File: config.mk
export PLATFORM = sky130hd
export DESIGN_NAME = mips_cpu_muldiv_unit_flat
export DESIGN_NICKNAME = d
export VERILOG_FILES = /design/src/rtl/mips_cpu_muldiv_unit_if.sv /design/src/rtl/mips_cpu_muldiv_unit.sv /design/src/flat_wrapper.sv
export SDC_FILE = /design/constraint.sdc
export NUM_CORES = 1
export LEC_CHECK = 0
export CAP_MARGIN = 20
export CORE_UTILIZATION = 30
export DETAILED_ROUTE_END_ITERATION = 8
export MAX_ROUTING_LAYER = met4
export SLEW_MARGIN = 20
export SYNTH_ARGS = -nofsm -noshare
export SYNTH_HDL_FRONTEND = slang
export SYNTH_SLANG_ARGS = --single-unit
File: constraint.sdc
create_clock -name clk -period 6.6 [get_ports clk]
set_clock_uncertainty 0.05 [all_clocks]
set_input_delay 1.32 -clock clk [delete_from_list [all_inputs] [get_ports clk]]
set_output_delay 1.32 -clock clk [all_outputs]
set_load 0.05 [all_outputs]
File: src/rtl/mips_cpu_muldiv_unit_if.sv
// Request/result bundle between the MIPS core and the multiply/divide unit.
// The core drives the request side; the unit drives status and the HI/LO registers.
interface mips_cpu_muldiv_unit_if #(
   parameter int WIDTH = 32
);
   logic             start;
   logic [2:0]       op;
   logic [WIDTH-1:0] a;
   logic [WIDTH-1:0] b;
   logic             busy;
   logic             done;
   logic             div_zero;
   logic [WIDTH-1:0] hi;
   logic [WIDTH-1:0] lo;

   modport master (
      output start, op, a, b,
      input  busy, done, div_zero, hi, lo
   );

   modport slave (
      input  start, op, a, b,
      output busy, done, div_zero, hi, lo
   );
endinterface

File: src/rtl/mips_cpu_muldiv_unit.sv
// Iterative MIPS multiply/divide unit: radix-2 shift-add multiplier and restoring divider
// sharing one 2*WIDTH accumulator, with architectural HI/LO registers.
module mips_cpu_muldiv_unit #(
   parameter int WIDTH = 32,
   parameter int CNT_W = 6
) (
   input logic                clk,
   input logic                rst,
   mips_cpu_muldiv_unit_if.slave bus
);

   typedef enum logic [1:0] {IDLE, RUN, FIX} state_t;

   state_t               state;
   state_t               state_next;
   logic [CNT_W-1:0]     counter;
   logic [2*WIDTH-1:0]   acc;
   logic [WIDTH-1:0]     opnd;
   logic                 is_div;
   logic                 neg_lo;
   logic                 neg_hi;
   logic                 div_by_zero;
   logic                 done_q;
   logic                 div_zero_q;
   logic [WIDTH-1:0]     hi_q;
   logic [WIDTH-1:0]     lo_q;

   logic                 accept;
   logic                 move;
   logic                 signed_op;
   logic [WIDTH-1:0]     a_mag;
   logic [WIDTH-1:0]     b_mag;
   logic [WIDTH:0]       add_sum;
   logic [WIDTH:0]       trial;
   logic [2*WIDTH-1:0]   prod_fixed;
   logic [WIDTH-1:0]     quo;
   logic [WIDTH-1:0]     rem;

   assign accept    = (state == IDLE) && bus.start && !bus.op[2];
   assign move      = (state == IDLE) && bus.start && (bus.op[2:1] == 2'b10);
   assign signed_op = !bus.op[0];
   assign a_mag     = (signed_op && bus.a[WIDTH-1]) ? -bus.a : bus.a;
   assign b_mag     = (signed_op && bus.b[WIDTH-1]) ? -bus.b : bus.b;

   // Multiply adds the multiplicand into the upper half; divide trial-subtracts from the shifted remainder.
   assign add_sum    = {1'b0, acc[2*WIDTH-1:WIDTH]} + {1'b0, opnd};
   assign trial      = acc[2*WIDTH-1:WIDTH-1] - {1'b0, opnd};
   assign prod_fixed = neg_lo ? -acc : acc;
   assign quo        = div_by_zero ? '1 : (neg_lo ? -acc[WIDTH-1:0] : acc[WIDTH-1:0]);
   assign rem        = neg_hi ? -acc[2*WIDTH-1:WIDTH] : acc[2*WIDTH-1:WIDTH];

   assign bus.busy     = (state != IDLE);
   assign bus.done     = done_q;
   assign bus.div_zero = div_zero_q;
   assign bus.hi       = hi_q;
   assign bus.lo       = lo_q;

   always_ff @(posedge clk or posedge rst) begin
      if (rst) begin
         state <= IDLE;
      end else begin
         state <= state_next;
      end
   end

   always_comb begin
      state_next = state;
      case (state)
         IDLE:    if (accept) state_next = RUN;
         RUN:     if (counter == CNT_W'(WIDTH - 1)) state_next = FIX;
         FIX:     state_next = IDLE;
         default: state_next = IDLE;
      endcase
   end

   always_ff @(posedge clk or posedge rst) begin
      if (rst) begin
         counter     <= '0;
         acc         <= '0;
         opnd        <= '0;
         is_div      <= 1'b0;
         neg_lo      <= 1'b0;
         neg_hi      <= 1'b0;
         div_by_zero <= 1'b0;
         done_q      <= 1'b0;
         div_zero_q  <= 1'b0;
         hi_q        <= '0;
         lo_q        <= '0;
      end else begin
         done_q <= 1'b0;
         case (state)
            IDLE: begin
               if (accept) begin
                  acc         <= {{WIDTH{1'b0}}, a_mag};
                  opnd        <= b_mag;
                  is_div      <= bus.op[1];
                  neg_lo      <= signed_op && (bus.a[WIDTH-1] ^ bus.b[WIDTH-1]);
                  neg_hi      <= signed_op && bus.a[WIDTH-1];
                  div_by_zero <= bus.op[1] && (bus.b == '0);
                  div_zero_q  <= 1'b0;
                  counter     <= '0;
               end else if (move) begin
                  if (bus.op[0]) begin
                     lo_q <= bus.a;
                  end else begin
                     hi_q <= bus.a;
                  end
                  done_q <= 1'b1;
               end
            end
            RUN: begin
               counter <= counter + 1'b1;
               if (is_div) begin
                  if (!trial[WIDTH]) begin
                     acc <= {trial[WIDTH-1:0], acc[WIDTH-2:0], 1'b1};
                  end else begin
                     acc <= {acc[2*WIDTH-2:0], 1'b0};
                  end
               end else if (acc[0]) begin
                  acc <= {add_sum, acc[WIDTH-1:1]};
               end else begin
                  acc <= {1'b0, acc[2*WIDTH-1:1]};
               end
            end
            FIX: begin
               // A zero divisor leaves |a| as remainder; re-signing it restores a exactly.
               if (is_div) begin
                  hi_q       <= rem;
                  lo_q       <= quo;
                  div_zero_q <= div_by_zero;
               end else begin
                  {hi_q, lo_q} <= prod_fixed;
               end
               done_q <= 1'b1;
            end
            default: begin
               done_q <= 1'b0;
            end
         endcase
      end
   end

endmodule

File: src/flat_wrapper.sv
// flat-port wrapper written by rule: the top's interface ports become plain ports
module mips_cpu_muldiv_unit_flat 
#(
   parameter int WIDTH = 32,
   parameter int CNT_W = 6
)
  (clk, rst, bus_start, bus_op, bus_a, bus_b, bus_busy, bus_done, bus_div_zero, bus_hi, bus_lo);
  mips_cpu_muldiv_unit_if #(.WIDTH(WIDTH)) bus_i ();
  input logic clk;
  input logic rst;
  input wire logic [$bits(bus_i.start)-1:0] bus_start;
  input wire logic [$bits(bus_i.op)-1:0] bus_op;
  input wire logic [$bits(bus_i.a)-1:0] bus_a;
  input wire logic [$bits(bus_i.b)-1:0] bus_b;
  output wire logic [$bits(bus_i.busy)-1:0] bus_busy;
  output wire logic [$bits(bus_i.done)-1:0] bus_done;
  output wire logic [$bits(bus_i.div_zero)-1:0] bus_div_zero;
  output wire logic [$bits(bus_i.hi)-1:0] bus_hi;
  output wire logic [$bits(bus_i.lo)-1:0] bus_lo;
  assign bus_i.start = bus_start;
  assign bus_i.op = bus_op;
  assign bus_i.a = bus_a;
  assign bus_i.b = bus_b;
  assign bus_busy = bus_i.busy;
  assign bus_done = bus_i.done;
  assign bus_div_zero = bus_i.div_zero;
  assign bus_hi = bus_i.hi;
  assign bus_lo = bus_i.lo;
  mips_cpu_muldiv_unit #(.WIDTH(WIDTH), .CNT_W(CNT_W)) u_core (.clk(clk), .rst(rst), .bus(bus_i));
endmodule
==> results.cfg <==
[setup_path]
regToRegStartpoint = u_core.acc[31]
path_cells = inv_1, ha_1, fa_1, nand2b_1, a21oi_1, o21bai_2, a21oi_1, o41ai_1, buf_4, o21ai_1, a211o_1, buf_4, mux2_2, nand2_1, o211ai_1
arrival_ps = 4430
r2r-end = u_core.acc[53]
cp-start-kind = register
crit_buf_inv = 3
path_class = reg2reg
crit_family = compound AO/OA/AOI/OAI gates
cp-end-kind = register
ff2ff_path_depth = 15
cp_data_required_time_ps = 6880
slowest_delay_ps = 560
worstPathMaxFanout = 50
reg2reg_slack_ps = 2450
cp_slowest_cell = dfrtp_1

[outcome]
run_status = finished clean

[timing]
setup_tns_ps = 0
grt_setup_unrepaired = no
slew-limit-headroom_pct = 33.7
min_period_ps = 4150
fin_crit_sh_pct = 62.9
setup-violations-final = 0
tightest_slew_ps = 995
fmax_ghz = 0.241
fin_ws_ps = 2450
hold_viol = 0
slew_viol_final = 0

[final_layout]
layout_common_cells = 210 x nand2_1, 198 x o21ai_0, 172 x dfrtp_1
fillers = 4832
synthToLayoutAreaGrowth_pct = 18.0
mostFrequentLayoutCell = nand2_1
multi_input_comb_area_um2 = 9170
finalNetCount = 1978
drive_above_1_share_pct = 4.16
diodes = 0
register_area_um2 = 4360
post-route-util_pct = 35.8

[drt]
via_count = 13500
ant_nets = 0
drt_first_pass_iters = 5
first_iter_violations = 1155
detail_route.wl_per_cell_um = 18.8
drc = 0
drt_wl_total_mm = 46.3
drt-vias-per-instance = 5.50

[place]
place.gp.congestion = 0.930
pre_cts_ws_ps = 2310
portBuffers = 136
dpl.hpwl_mm = 34.4

[clocking]
path_clk_slew_ps = 80
cts_resized = 0
cts.htree.levels = 4
cts.sinks = 174
hold_buffers = 0
cts_setup_buffers = 0
cts_tree = done
clkLatencyLatePin_ps = 460
cts_buffers = 17
ctsRootBufferMaster = clkbuf_16
clockBufferDepth = 2

[logic_synthesis]
yosys_register_bits = 174
synth_edf_count = 0
synth_cell_type_count = 71
yosys_warnings = 0
ys_seq_area_share_pct = 30.8
synthesis.area_um2 = 14100
synth-async-reset-ratio_pct = 100
avgSynthCellArea_um2 = 7.97
syn_nets = 1915
syn_inst = 1774
synth_ff_type = dfrtp_1

[floorplanning]
core-area_um2 = 46600
start_util_pct = 30.4
fp.dieH_um = 219
dieArea_um2 = 48000
rows = 79
die_w_um = 219
ios = 137

[power_and_ir_drop]
powerDensity_nw_per_um2 = 530
p_leak_nw = 6.72
vdd_drop_max_v = 0.000295

[global_route]
grt_max_degree = 91
grt-ovfl-total = 0
track_usage_pct = 20.0
grt_pass1_wl_mm = 72.9
first_global_vias = 12700
antenna_found_initial = 0

[worst_hold_path]
hold_path_class = reg2reg
hold_end = u_core.bus.lo[26]
worstHoldStart = u_core.bus.lo[26]
hold_depth = 2

[job]
max_cap_viol_count = 0
==> logic make-up (layout without fill, tap and decap cells) <==
family,after synthesis,after routing,share of synthesized area (%)
AOI/OAI and AO/OA,610,610,26.5
and+or+nand+nor,525,525,17.2
DFF,174,174,30.8
buffers and inverters,170,246,4.65
xor gates and xnor gates,169,169,10.5
adders and majority gates,71,71,6.39
muxes,55,55,3.91
==> cell usage after synthesis (12+ instances only) <==
cell,n,area (um2)
nand2_1,211,792
o21ai_0,198,991
dfrtp_1,174,4350
a21oi_1,138,691
nor2_1,119,447
xnor2_1,99,867
clkbuf_1,93,349
xor2_1,70,613
ha_1,69,863
inv_1,60,225
mux2i_1,53,531
o22ai_1,39,244
a21o_1,37,278
nor3_1,35,175
o211ai_1,33,248
nand3_1,32,160
o31ai_1,26,195
a31oi_1,25,156
or3_1,24,150
a211oi_1,18,135
nand2b_1,17,106
nor4_1,17,106
o41ai_1,15,131
nor2b_1,13,81.3
or4_1,12,90.1
==> sequential cells by signal (all words and copies together) (netlist names), 2 cells and up <==
name / count
u_core.acc: 64
u_core.bus.hi: 32
u_core.bus.lo: 32
u_core.opnd: 32
u_core.counter: 6
u_core.state: 2
==> layer usage <==
layer  wire length (um)  track usage, %  up-vias
met5                  0               -        -
met4                753            4.81        0
met3               3220            3.38       42
met2              20100            29.6      508
met1              22200            28.1     6397
li1                   -               -     6560
==> power breakdown <==
group          switching, mW  internal, mW  leakage, nW
Sequential             0.716          1.50         2.14
Clock                  0.489         0.703        0.330
Combinational           3.25          2.19         4.25
==> worst max-delay path by stage <==
stage	startpoint	endpoint	slack, ps	cells past startpoint
floorplan	rst	u_core.acc[0]	510	1
global placement	bus_a[12]	u_core.acc[25]	2280	11
detailed placement	bus_a[10]	u_core.acc[25]	2310	11
CTS	u_core.acc[31]	u_core.acc[53]	2470	15
global route	u_core.acc[31]	u_core.acc[53]	2180	15
finish	u_core.acc[31]	u_core.acc[53]	2450	15
==> final cells by class <==
cell class	count	area share, %
clock buffers	19	2.71
clock inverters	13	1.33
inverters	60	1.38
multi-input cells	1430	54.9
flip-flops and latches	174	26.1
well taps	607	4.55
repair buffers	154	8.97
==> worst register-to-register path, delay by kind of cell (launching register included) <==
kind            cells  cell delay (ps)
mux                 1              420
buf+inv             3              770
fa+ha+maj           2              620
simple gates        2              260
flops               1              560
compound gates      7             1350
==> per-stage QoR <==
stage               total power, mW  hold slack [ps]  instances  area (um2)
global route                   9.51              442       2457       16700
global placement               7.53              411       2425       16000
floorplan                      6.09              405       1774       14100
CTS                            8.80              434       2457       16700
detailed placement             7.58              418       2425       16000
finish                         8.84              425       2457       16700
No activity file was read; power rests on OpenSTA's default activity.
==> edit: new RTL, config.mk and constraints unchanged <==
Reset style: synchronous (`rst`), changed in 2 clocked blocks.
--- a/src/rtl/mips_cpu_muldiv_unit.sv
+++ b/src/rtl/mips_cpu_muldiv_unit.sv
@@ -55,7 +55,7 @@
    assign bus.hi       = hi_q;
    assign bus.lo       = lo_q;
 
-   always_ff @(posedge clk or posedge rst) begin
+   always_ff @(posedge clk) begin
       if (rst) begin
          state <= IDLE;
       end else begin
@@ -73,7 +73,7 @@
       endcase
    end
 
-   always_ff @(posedge clk or posedge rst) begin
+   always_ff @(posedge clk) begin
       if (rst) begin
          counter     <= '0;
          acc         <= '0;
Formal check against the unedited RTL: differs if rst is asserted again (counterexample within 4 cycles, from zero or initial values and one cycle with rst high); with rst held inactive, the same outputs for 4 cycles.
==> edit against the unedited design <==
Sequential cell count unchanged. Area after synthesis up 2.4%. Routed wire length up 11%. Worst hold slack worse by 0.016 ns. Count of clock-buffer cells in the layout unchanged. Final area up 0.57%. Critical path type is now primary input to flop. Worst setup slack worse by 0.014 ns. Critical endpoint is now u_core.acc[28].
Power is not compared: it rests on default switching activity, and its combinational part moved more than twofold at a synthesized area within 25%.
==> edit: results <==
export IMPL_dp_final_hpwl_mm=37.73
export IMPL_area_growth_pct=15.93
export IMPL_yosys_top_cells_area="dfxtp_1 (24%), a21oi_1 (6.4%), ha_1 (6.0%)"
export IMPL_met1_length_mm=24.00
export IMPL_crit_arrival_ns=4.45
export IMPL_grt_pass1_vias=13850
export IMPL_synthTopCellsByCount="nor2_1 (210), a21oi_1 (185), nand2_1 (185), dfxtp_1 (174), clkbuf_1 (118)"
export IMPL_synth_async_sr_flop_share=0
export IMPL_final_clk_cell_share=0.03333
export IMPL_multi_input_cells=1576
export IMPL_outcome="finished, final reports clean"
export IMPL_met2_length_mm=22.66
export IMPL_r2r_start="u_core.acc[58]"
export IMPL_dr_pass1_iters=8
export IMPL_grt_use_total=0.2096
export IMPL_hold_start="u_core.bus.lo[0]"
export IMPL_wl_met3_mm=3.099
export IMPL_nFillCells=5064
export IMPL_r2r_slack_ns=2.50
export IMPL_critPathLaunch="bus_a[1]"
export IMPL_met2_usage=0.3157
export IMPL_grt_max_degree=80
export IMPL_gp_congestion=0.9026
export IMPL_crit_family="simple AND/OR/NAND/NOR gates"
export IMPL_power_mw=3.065
export IMPL_preCtsSetupSlack_ns=1.988
export IMPL_r2r_end="u_core.acc[59]"
export IMPL_wirelength_mm=51.31
export IMPL_cp_slowest_cell="clkdlybuf4s50_1"
export IMPL_nets=2121
export IMPL_use_met1=0.2823
export IMPL_buf_share=0.08947
export IMPL_antenna_found_initial=1
==> edit: cell types whose count changed after synthesis, moves of 11 or more <==
cell      before  now
a211o_1        2   14
a211oi_1      18  102
a21oi_1      138  185
a311oi_1       4   24
clkbuf_1      93  118
dfrtp_1      174    0
dfxtp_1        0  174
nand2_1      211  185
nor2_1       119  210
o21ai_0      198  110
o22ai_1       39    5
xnor2_1       99   71
xor2_1        70   81
==> edit: kinds of logic after synthesis <==
family | count (synthesis) | share of synthesized area
AO/OA/AOI/OAI | 650 | 0.2990
AND/OR/NAND/NOR | 649 | 0.2141
buffers and inverters | 199 | 0.05376
flip-flops | 174 | 0.2406
XOR/XNOR | 152 | 0.09197
adder cells (fa/ha/maj) | 71 | 0.06241
multiplexers | 54 | 0.03812
